--- src/rtl/pattern_scan_if.sv ---
// rtl/pattern_scan_if.sv - host-side configuration and word handshake bundle for pattern_scan_ctrl
//
// Purpose: groups the host configuration strobe and the word valid/ready
//          handshake into one bundle.
// Signals:
//   cfg_we       configuration write strobe (host -> controller)
//   cfg_pattern  new target pattern, PAT_W bits
//   cfg_overlap  1 = overlapping matches allowed
//   in_valid     host word valid
//   in_data      host word, DATA_W bits
//   in_last      word is last of frame, qualified by in_valid
//   in_ready     controller can accept a word (controller -> host)
interface pattern_scan_if #(
    parameter int DATA_W = 8,
    parameter int PAT_W  = 4
);
    logic              cfg_we;
    logic [PAT_W-1:0]  cfg_pattern;
    logic              cfg_overlap;
    logic              in_valid;
    logic [DATA_W-1:0] in_data;
    logic              in_last;
    logic              in_ready;

    modport master (
        output cfg_we, cfg_pattern, cfg_overlap, in_valid, in_data, in_last,
        input  in_ready
    );

    modport slave (
        input  cfg_we, cfg_pattern, cfg_overlap, in_valid, in_data, in_last,
        output in_ready
    );
endinterface

--- src/rtl/pattern_scan_ctrl.sv ---
// rtl/pattern_scan_ctrl.sv - frame-level controller for the serial pattern detector
//
// Purpose: accepts host words, serializes them MSB-first into a PAT_W-bit
//          detection window, matches against a programmable pattern and
//          counts matches per frame.
// Ports:
//   cp           clock, rising edge
//   reset        synchronous, active-high reset
//   host         pattern_scan_if slave: config strobe + word handshake
//   busy         high while shifting a word
//   window       current detection window, newest bit in LSB
//   hit          one-cycle pulse per match
//   match_count  saturating match count of current/last frame
//   done         one-cycle pulse at end of frame
module pattern_scan_ctrl #(
    parameter int DATA_W = 8,
    parameter int PAT_W  = 4,
    parameter int CNT_W  = 8
) (
    input  logic             cp,
    input  logic             reset,
    pattern_scan_if.slave    host,
    output logic             busy,
    output logic [PAT_W-1:0] window,
    output logic             hit,
    output logic [CNT_W-1:0] match_count,
    output logic             done
);
    localparam int IDX_W  = (DATA_W > 1) ? $clog2(DATA_W) : 1;
    localparam int FILL_W = $clog2(PAT_W + 1);
    localparam logic [FILL_W-1:0] FILL_FULL = FILL_W'(PAT_W);

    typedef enum logic [1:0] {
        IDLE  = 2'd0,
        SHIFT = 2'd1,
        DONE  = 2'd2
    } state_t;

    state_t            state_q;
    logic [DATA_W-1:0] shreg_q;
    logic [IDX_W-1:0]  bit_idx_q;
    logic              last_q;
    logic [PAT_W-1:0]  window_q;
    logic [FILL_W-1:0] fill_q;
    logic [PAT_W-1:0]  pattern_q;
    logic              overlap_q;
    logic              frame_start_q;
    logic [CNT_W-1:0]  cnt_q;
    logic              hit_q;
    logic              done_q;

    logic [PAT_W-1:0]  window_d;
    logic [FILL_W-1:0] fill_d;
    logic [CNT_W-1:0]  cnt_d;
    logic              match;

    // Next window/fill for the bit being shifted this cycle; a match needs a
    // fully populated window so stale zeros after a clear never count.
    always_comb begin
        window_d = {window_q[PAT_W-2:0], shreg_q[DATA_W-1]};
        fill_d   = (fill_q == FILL_FULL) ? FILL_FULL : fill_q + 1'b1;
        match    = (fill_d == FILL_FULL) && (window_d == pattern_q);
        cnt_d    = (match && (cnt_q != {CNT_W{1'b1}})) ? cnt_q + 1'b1 : cnt_q;
    end

    always_ff @(posedge cp) begin
        if (reset) begin
            state_q       <= IDLE;
            shreg_q       <= '0;
            bit_idx_q     <= '0;
            last_q        <= 1'b0;
            window_q      <= '0;
            fill_q        <= '0;
            pattern_q     <= PAT_W'(4'b1101);
            overlap_q     <= 1'b1;
            frame_start_q <= 1'b1;
            cnt_q         <= '0;
            hit_q         <= 1'b0;
            done_q        <= 1'b0;
        end else begin
            hit_q  <= 1'b0;
            done_q <= 1'b0;
            case (state_q)
                IDLE: begin
                    // Config lands on the same edge as the word, so a
                    // simultaneous word is scanned with the new config.
                    if (host.cfg_we) begin
                        pattern_q <= host.cfg_pattern;
                        overlap_q <= host.cfg_overlap;
                    end
                    if (host.in_valid) begin
                        shreg_q   <= host.in_data;
                        last_q    <= host.in_last;
                        bit_idx_q <= IDX_W'(DATA_W - 1);
                        state_q   <= SHIFT;
                        if (frame_start_q) begin
                            cnt_q         <= '0;
                            frame_start_q <= 1'b0;
                        end
                    end
                end
                SHIFT: begin
                    shreg_q   <= shreg_q << 1;
                    window_q  <= window_d;
                    // Non-overlap: window keeps showing the hit, but the
                    // next match needs a full fresh window.
                    fill_q    <= (match && !overlap_q) ? '0 : fill_d;
                    hit_q     <= match;
                    cnt_q     <= cnt_d;
                    bit_idx_q <= bit_idx_q - 1'b1;
                    if (bit_idx_q == '0) begin
                        if (last_q) begin
                            state_q <= DONE;
                            done_q  <= 1'b1;
                        end else begin
                            state_q <= IDLE;
                        end
                    end
                end
                DONE: begin
                    window_q      <= '0;
                    fill_q        <= '0;
                    frame_start_q <= 1'b1;
                    state_q       <= IDLE;
                end
                default: state_q <= IDLE;
            endcase
        end
    end

    assign host.in_ready = (state_q == IDLE);
    assign busy          = (state_q == SHIFT);
    assign window        = window_q;
    assign hit           = hit_q;
    assign match_count   = cnt_q;
    assign done          = done_q;
endmodule

--- src/flat_wrapper.sv ---
// flat-port wrapper written by rule: the top's interface ports become plain ports
module pattern_scan_ctrl_flat 
#(
    parameter int DATA_W = 8,
    parameter int PAT_W  = 4,
    parameter int CNT_W  = 8
)
  (cp, reset, busy, window, hit, match_count, done, host_cfg_we, host_cfg_pattern, host_cfg_overlap, host_in_valid, host_in_data, host_in_last, host_in_ready);
  pattern_scan_if #(.DATA_W(DATA_W), .PAT_W(PAT_W)) host_i ();
  input  logic cp;
  input  logic reset;
  output logic busy;
  output logic [PAT_W-1:0] window;
  output logic hit;
  output logic [CNT_W-1:0] match_count;
  output logic done;
  input wire logic [$bits(host_i.cfg_we)-1:0] host_cfg_we;
  input wire logic [$bits(host_i.cfg_pattern)-1:0] host_cfg_pattern;
  input wire logic [$bits(host_i.cfg_overlap)-1:0] host_cfg_overlap;
  input wire logic [$bits(host_i.in_valid)-1:0] host_in_valid;
  input wire logic [$bits(host_i.in_data)-1:0] host_in_data;
  input wire logic [$bits(host_i.in_last)-1:0] host_in_last;
  output wire logic [$bits(host_i.in_ready)-1:0] host_in_ready;
  assign host_i.cfg_we = host_cfg_we;
  assign host_i.cfg_pattern = host_cfg_pattern;
  assign host_i.cfg_overlap = host_cfg_overlap;
  assign host_i.in_valid = host_in_valid;
  assign host_i.in_data = host_in_data;
  assign host_i.in_last = host_in_last;
  assign host_in_ready = host_i.in_ready;
  pattern_scan_ctrl #(.DATA_W(DATA_W), .PAT_W(PAT_W), .CNT_W(CNT_W)) u_core (.cp(cp), .reset(reset), .host(host_i), .busy(busy), .window(window), .hit(hit), .match_count(match_count), .done(done));
endmodule
--- config.mk ---
export PLATFORM = sky130hd
export DESIGN_NAME = pattern_scan_ctrl_flat
export DESIGN_NICKNAME = d
export VERILOG_FILES = /design/src/rtl/pattern_scan_if.sv /design/src/rtl/pattern_scan_ctrl.sv /design/src/flat_wrapper.sv
export SDC_FILE = /design/constraint.sdc
export NUM_CORES = 1
export LEC_CHECK = 0
export CAP_MARGIN = 10
export CORE_AREA = 4 4 88 65
export CTS_CLUSTER_DIAMETER = 80
export CTS_CLUSTER_SIZE = 8
export DETAILED_ROUTE_END_ITERATION = 8
export DIE_AREA = 0 0 92 69
export PLACE_DENSITY = 0.61
export SYNTH_ARGS = -nofsm -noshare
export SYNTH_HDL_FRONTEND = slang
export SYNTH_SLANG_ARGS = --single-unit
--- constraint.sdc ---
create_clock -name cp -period 3.9 [get_ports cp]
set_clock_uncertainty 0.05 [all_clocks]
set_input_delay 0.585 -clock cp [delete_from_list [all_inputs] [get_ports cp]]
set_output_delay 0.585 -clock cp [all_outputs]
set_load 0.03 [all_outputs]
==> qor.yml, run 1 <==
run_status:
  outcome: "completed"
global_routing:
  vias_in_the_first_global_route: 1578
  globalRouteMet1Util_pct: 20.6
  met3_usage_pct: 3.91
  gr-usage-all-layers_pct: 14.2
  wire_length_of_the_first_global_routing_pass_um: 7430
  grt_most_used_layer: "met1"
  grt_antenna_before_repair: 0
  pin_count_of_the_biggest_net_entering_global_routing: 24
  grt_overflow: 0
  use_met2_pct: 19.6
place:
  port_buffers: 33
  dpl.hpwl_um: 3120
  gp_routability_congestion: 0.813
setup_path:
  timing.critical_path.arrival_ns: 1.96
  end_kind: "primary output"
  crit_path_start_kind: "flop"
  r2r.worst_path.cells: 7
  crit_family: "buffers and inverters"
  reg2reg_slack_ns: 1.55
  worst-endpoint-required_ns: 3.26
  cp_cell_sequence: "inv_1, ha_1, clkdlybuf4s50_1"
  reg2reg_to: "u_core.match_count[6]$_SDFFE_PP0P_"
  cp_num_buf_inv: 2
  worstSetupPathType: "flop to primary output"
  timing.critical_path.fanout_max: 14
  crit_slowest_cell: "clkdlybuf4s50_1"
  max_stage_delay_ns: 0.77
  critical_path.reg2reg.startpoint: "u_core.state_q[1]$_SDFFE_PP0P_"
timing:
  timing.final.max_slew_violations: 0
  final-setup-viol-count: 0
  post-route-min-period_ns: 2.60
  totalNegativeSetupSlack_ns: 0
  grt_setup_unrepaired: "no"
  maximum_achievable_frequency_mhz: 385
  max-slew-margin-rel_pct: 59.2
  finalHoldViolCount: 0
  layout_worst_path_cycle_share_pct: 66.5
  timing_worst_slew_pin_value_ns: 0.610
synthesis:
  synth_area_per_cell_um2: 8.56
  synthesis.yosys.warnings: 0
  ys_flop_type: "dfxtp_1"
  post_synthesis_async_set_or_reset_flop_share_pct: 0
  mappedNetlistNets: 249
  synthDominantCellAreaShare_pct: 38.8
  netlist_cell_types: 45
  synth_common_cells: "dfxtp_1, a21oi_1, nand2_1, nor2_1, inv_1"
  number_of_synthesized_flops_with_an_enable_pin: 0
  yosys.cell_count.top_type: "dfxtp_1"
  post_synth_instance_area_um2: 1910
  ys_seq_elements: 37
  synth.top_cells.by_area: "dfxtp_1, a21oi_1, ha_1"
  synth.yosys.seq_area_share_pct: 38.8
  number_of_instances_in_the_synthesized_netlist: 223
  post-synth-top-area-cell: "dfxtp_1"
drt:
  routed_wl_um: 4230
  num_vias: 1698
  drt-pass1-iter-count: 4
  drc: 0
  ant_nets: 0
  drtIter0Drc: 46
  vias_per_cell: 5.22
  drt_wl_cell_um: 13.0
floorplan:
  pin_count: 34
  die_w_um: 92
  floorplan.initialDensity_pct: 39.9
  rows: 21
  core_um2: 4780
  die_h_um: 69
  fp.dieArea_um2: 6350
power:
  leakage_uw: 0.000881
  design_power_total_uw: 969
  power.ir.vdd_worst_mv: 0.243
  power_per_cell_area_nw_per_um2: 401
clock_network:
  numClockSinks: 37
  cts_inserted_buffers: 5
  insertion_delay_ns: 0.29
  clock_tree.root_cell: "clkbuf_8"
  htree_num_levels: 2
  cts_repair_resize_count: 0
  cts_setup_buffers: 0
  clk_pin_slew_ns: 0.07
  cts_tree: "done"
  clk_path_buf_depth: 2
  ctsHoldBuffers: 0
finish:
  area_growth_syn_to_layout_pct: 26.5
  final_layout_size_suffix_gt1_share_pct: 7.42
  nets: 281
  number_of_inserted_diodes: 0
  fin_util_pct: 50.5
  filler_cell_count: 471
run:
  maxCapViolations: 0
worst_hold_path:
  hold-path-endpoint: "u_core.last_q$_SDFFE_PP0P_"
  whs_path_depth: 2
  hold_startpoint: "u_core.last_q$_SDFFE_PP0P_"
  timing.hold.worst.class: "flop to flop"
[worst reg2reg max path, stage by stage (launching register included)]
cell and delay (ns):
dfxtp_1 0.33, inv_1 0.07, ha_1 0.49, nor2b_1 0.31
nor2_1 0.15, or3_1 0.31, or4_1 0.40, a31oi_1 0.16
[cell type report]
cell class | count | area [um^2] | area share (%)
Clock buffer | 7 | 86.3 | 3.58
Clock inverter | 1 | 30.0 | 1.24
Inverter | 13 | 48.8 | 2.02
Multi-Input combinational cell | 162 | 1070 | 44.3
Sequential cell | 37 | 741 | 30.7
Tap cell | 69 | 86.3 | 3.58
Timing Repair Buffer | 36 | 353 | 14.6
[registers in the layout, summed over array words and instances, names as in the netlist]
register,flops
u_core.hit,1
u_core.pattern_q,4
u_core.fill_q,3
u_core.last_q,1
u_core.match_count,8
u_core.done,1
u_core.overlap_q,1
u_core.window,4
u_core.frame_start_q,1
u_core.bit_idx_q,3
u_core.state_q,2
u_core.shreg_q,8
[worst max-delay path by stage]
stage               depth (start not counted)                                  to  slack [ns]                      startpoint
finish                                      3                                busy        1.30  u_core.state_q[1]$_SDFFE_PP0P_
global route                                3                                busy        1.20  u_core.state_q[1]$_SDFFE_PP0P_
CTS                                         3                                busy        1.28  u_core.state_q[1]$_SDFFE_PP0P_
detailed placement                          6  u_core.match_count[6]$_SDFFE_PP0P_        1.24                   host_in_valid
global placement                            6  u_core.match_count[6]$_SDFFE_PP0P_        1.27                   host_in_valid
floorplan                                   7  u_core.match_count[6]$_SDFFE_PP0P_        1.83  u_core.state_q[0]$_SDFFE_PP0P_
[stage by stage]
| stage | setup WS (ns) | std cells | hold slack (ns) | area [um^2] |
|---|---|---|---|---|
| 2_1_floorplan | 1.83 | 223 | 0.380 | 1910 |
| 3_3_place_gp | 1.27 | 317 | 0.400 | 2300 |
| 3_5_place_dp | 1.24 | 317 | 0.404 | 2300 |
| 4_1_cts | 1.28 | 325 | 0.415 | 2410 |
| 5_1_grt | 1.20 | 325 | 0.458 | 2410 |
| 6_report | 1.30 | 325 | 0.410 | 2410 |
[cells in the final DEF, fill, tap and decap left out, types with 2 or more instances in the layout]
cell             instances
a211o_1                  4
and3_1                   6
nand2_1                 18
a211oi_1                 9
nor2b_1                  6
a21oi_1                 20
nand2b_1                 6
o32ai_1                  2
nand3_1                  9
ha_1                     8
clkbuf_8                 6
nand4_1                  2
inv_1                   13
clkdlybuf4s50_1         33
mux2_2                   2
o21bai_1                 2
or2_2                    2
mux2i_1                  8
a31oi_1                  3
buf_4                    3
nor2_1                  18
o311ai_0                 3
or3_1                    4
o21ai_0                  7
dfxtp_1                 37
xor2_1                   5
[report_power, final]
group | total [uW] | switching (uW) | internal (uW)
clock | 345 | 137 | 208
combinational | 199 | 112 | 86.9
sequential | 424 | 19.7 | 405
total | 969 | 268 | 700
[cells by family after synthesis]
| family | synth area share [%] |
|---|---|
| AOI/OAI and AO/OA | 19.5 |
| xor gates and xnor gates | 2.29 |
| adders and majority gates | 5.25 |
| buffers and inverters | 5.18 |
| DFF | 38.8 |
| muxes | 5.38 |
| and+or+nand+nor | 23.5 |
[routing by layer]
layer | wire length, um | vias up
li1 | - | 868
met1 | 2240 | 786
met2 | 1710 | 37
met3 | 208 | 7
met4 | 68 | 0
met5 | 0 | -
(Power assumes the default switching activity.)
==> run 2: changes to the inputs <==
--- a/config.mk
+++ b/config.mk
@@ -11,7 +11,7 @@
 export CTS_CLUSTER_SIZE = 8
 export DETAILED_ROUTE_END_ITERATION = 8
 export DIE_AREA = 0 0 92 69
-export PLACE_DENSITY = 0.61
+export PLACE_DENSITY = 0.64
 export SYNTH_ARGS = -nofsm -noshare
 export SYNTH_HDL_FRONTEND = slang
 export SYNTH_SLANG_ARGS = --single-unit
==> constraint.sdc (replaced) <==
create_clock -name cp -period 2.09 [get_ports cp]
set_clock_uncertainty 0.05 [all_clocks]
set_input_delay 0.3135 -clock cp [delete_from_list [all_inputs] [get_ports cp]]
set_output_delay 0.3135 -clock cp [all_outputs]
set_load 0.03 [all_outputs]
==> run 2 against run 1 <==
Net effect:
- register-to-register slack got worse by 1.5 ns
- critical endpoint is now u_core.match_count[4]$_SDFFE_PP0P_
- sequential share of layout area fell by 2.3 points
- global-route usage increased by 0.39 points
- via count is 5.2% higher
- clock-buffer cell count down 1
- worst setup slack lost 1.3 ns
- sequential power is 87% higher
- cell area is 8.8% higher
- clock power increased by 39%
- combinational power grew 130%
- sequential cell count unchanged
==> qor.yml, run 2 (same netlist as run 1, synthesis figures left out) <==
run_status:
  outcome: "completed"
setup_path:
  crit_path_start_kind: "flop"
  end_kind: "flop"
  critical_path.reg2reg.startpoint: "u_core.fill_q[1]$_SDFFE_PP0P_"
  worst-endpoint-required_ns: 2.21  # -1.05 ns
  reg2reg_to: "u_core.match_count[4]$_SDFFE_PP0P_"
  critPathCapture: "u_core.match_count[4]$_SDFFE_PP0P_"
  r2r.worst_path.cells: 8  # +1
  reg2reg_slack_ns: 0.04  # -1.51 ns
  worstSetupPathType: "flop to flop"
  timing.critical_path.arrival_ns: 2.17  # +0.21 ns
  cp-startpoint: "u_core.fill_q[1]$_SDFFE_PP0P_"
  timing.critical_path.fanout_max: 8  # -6
worst_hold_path:
  timing.hold.worst.class: "flop to flop"
clock_network:
  insertion_delay_ns: 0.29  # about the same
  ctsHoldBuffers: 0  # unchanged
  cts_tree: "done"
  clk_path_buf_depth: 2  # unchanged
  clock_tree.root_cell: "clkbuf_8"
  clk_pin_slew_ns: 0.07  # about the same
  htree_num_levels: 2  # unchanged
  numClockSinks: 37  # unchanged
  cts_inserted_buffers: 5  # unchanged
place:
  dpl.hpwl_um: 3210  # +3.0%
  dp_slack_ns: -0.00869  # -1.25 ns
  placed_instance_area_um2: 2380  # +3.7%
  gp_routability_congestion: 0.795  # -2.2%
  port_buffers: 33  # unchanged
finish:
  nets: 301  # +7.1%
  multi_input_area_um2: 1150  # +7.3%
  final_layout_size_suffix_gt1_share_pct: 19.6  # +12 points
  number_of_inserted_diodes: 0  # unchanged
  fin_util_pct: 54.9  # +4.4 points
  area_growth_syn_to_layout_pct: 37.6
  layout.cells.most_common: "dfxtp_1"
  filler_cell_count: 475  # +0.85%
  layout.cells.most_common_list: "dfxtp_1, clkdlybuf4s50_1, buf_4"
  postLayoutCellArea_um2: 2630  # +8.8%
  regArea_um2: 746  # +0.68%
global_routing:
  vias_in_the_first_global_route: 1621  # +2.7%
  pin_count_of_the_biggest_net_entering_global_routing: 40  # +67%
  gr-usage-all-layers_pct: 14.6  # +0.39 points
  grt_antenna_before_repair: 0  # unchanged
  wire_length_of_the_first_global_routing_pass_um: 7650  # +2.9%
  grt_overflow: 0  # unchanged
floorplan:
  die_h_um: 69  # unchanged
  rows: 21  # unchanged
  pin_count: 34  # unchanged
  fp.dieArea_um2: 6350  # unchanged
  floorplan.initialDensity_pct: 39.9  # unchanged
  core_um2: 4780  # unchanged
  die_w_um: 92  # unchanged
timing:
  finalHoldViolCount: 0  # unchanged
  final-setup-viol-count: 0  # unchanged
  timing_worst_slew_pin_value_ns: 0.399  # -0.211 ns
  grt_setup_unrepaired: "yes"
  timing.final.max_slew_violations: 0  # unchanged
  post-route-min-period_ns: 2.05
  final_critical_path_setup_slack_ns: 0.0357  # -1.27 ns
  max-slew-margin-rel_pct: 73.4  # +14 points
  worst_hold_slack_ns: 0.412  # +0.00283 ns
  layout_worst_path_cycle_share_pct: 98.3
  maximum_achievable_frequency_mhz: 487
power:
  power_per_cell_area_nw_per_um2: 662  # +65%
  power.ir.vdd_worst_mv: 0.371  # +53%
  leakage_uw: 0.000992  # +13%
  design_power_total_uw: 1740  # +79%
run:
  maxCapViolations: 0  # unchanged
drt:
  num_vias: 1786  # +5.2%
  routed_wl_um: 4740  # +12%
  vias_per_cell: 5.18  # -0.91%
  drt-pass1-iter-count: 4  # unchanged
  drc: 0  # unchanged
  drt_wl_cell_um: 13.7  # +5.5%
  ant_nets: 0  # unchanged
  drtIter0Drc: 79  # +72%
## run 2: cell type report
type	count	area share, %
Clock buffer	6	2.76
Timing Repair Buffer	56	19.6
Sequential cell	37	28.4
Tap cell	69	3.29
Multi-Input combinational cell	162	43.7
Clock inverter	2	0.381
Inverter	13	1.86
## run 2: worst max-delay path, stage by stage (launching register included)
cell and delay, ns:
dfxtp_2 0.35, inv_2 0.05, ha_4 0.23, o21bai_4 0.17, nor4_4 0.32, nand2_2 0.16, buf_6 0.16, o41ai_4 0.33
a221oi_2 0.11
## run 2: per-layer routing
| metal | vias up | global-route usage [%] | part of all wire (%) |
|---|---|---|---|
| li1 | 905 | - | - |
| met1 | 833 | 21.1 | 51 |
| met2 | 39 | 20.3 | 42 |
| met3 | 9 | 4.13 | 4.8 |
| met4 | 0 | 5.27 | 1.5 |
| met5 | - | 0 | 0 |
## run 2: what timing repair did
item                       4_1_cts  5_1_grt
buffers inserted                 4        6
pin swaps                        3        6
setup endpoints to repair        4        8
gates resized for setup          3       23
## run 2: worst min-delay path by stage
| stage | start | endpoint | slack (ns) | depth (start not counted) |
|---|---|---|---|---|
| floorplan | u_core.last_q$_SDFFE_PP0P_ | u_core.done$_SDFF_PP0_ | 0.38 | 2 |
| global placement | u_core.last_q$_SDFFE_PP0P_ | u_core.last_q$_SDFFE_PP0P_ | 0.40 | 2 |
| detailed placement | u_core.last_q$_SDFFE_PP0P_ | u_core.last_q$_SDFFE_PP0P_ | 0.41 | 2 |
| CTS | u_core.last_q$_SDFFE_PP0P_ | u_core.last_q$_SDFFE_PP0P_ | 0.42 | 2 |
| global route | u_core.pattern_q[2]$_SDFFE_PP1P_ | u_core.pattern_q[2]$_SDFFE_PP1P_ | 0.45 | 1 |
| finish | u_core.last_q$_SDFFE_PP0P_ | u_core.last_q$_SDFFE_PP0P_ | 0.41 | 2 |
## run 2: through the flow
step	std cells	TNS, ns
floorplan	223	0
global placement	327	0
detailed placement	327	-0.00880
CTS	339	0
global route	345	-0.108
finish	345	0
## run 2: where the power goes
group | internal, uW | leakage [uW] | total, uW | switching, uW
clock network | 231 | 0.0000450 | 481 | 250
registers | 756 | 0.000304 | 791 | 35.0
logic | 224 | 0.000643 | 465 | 242
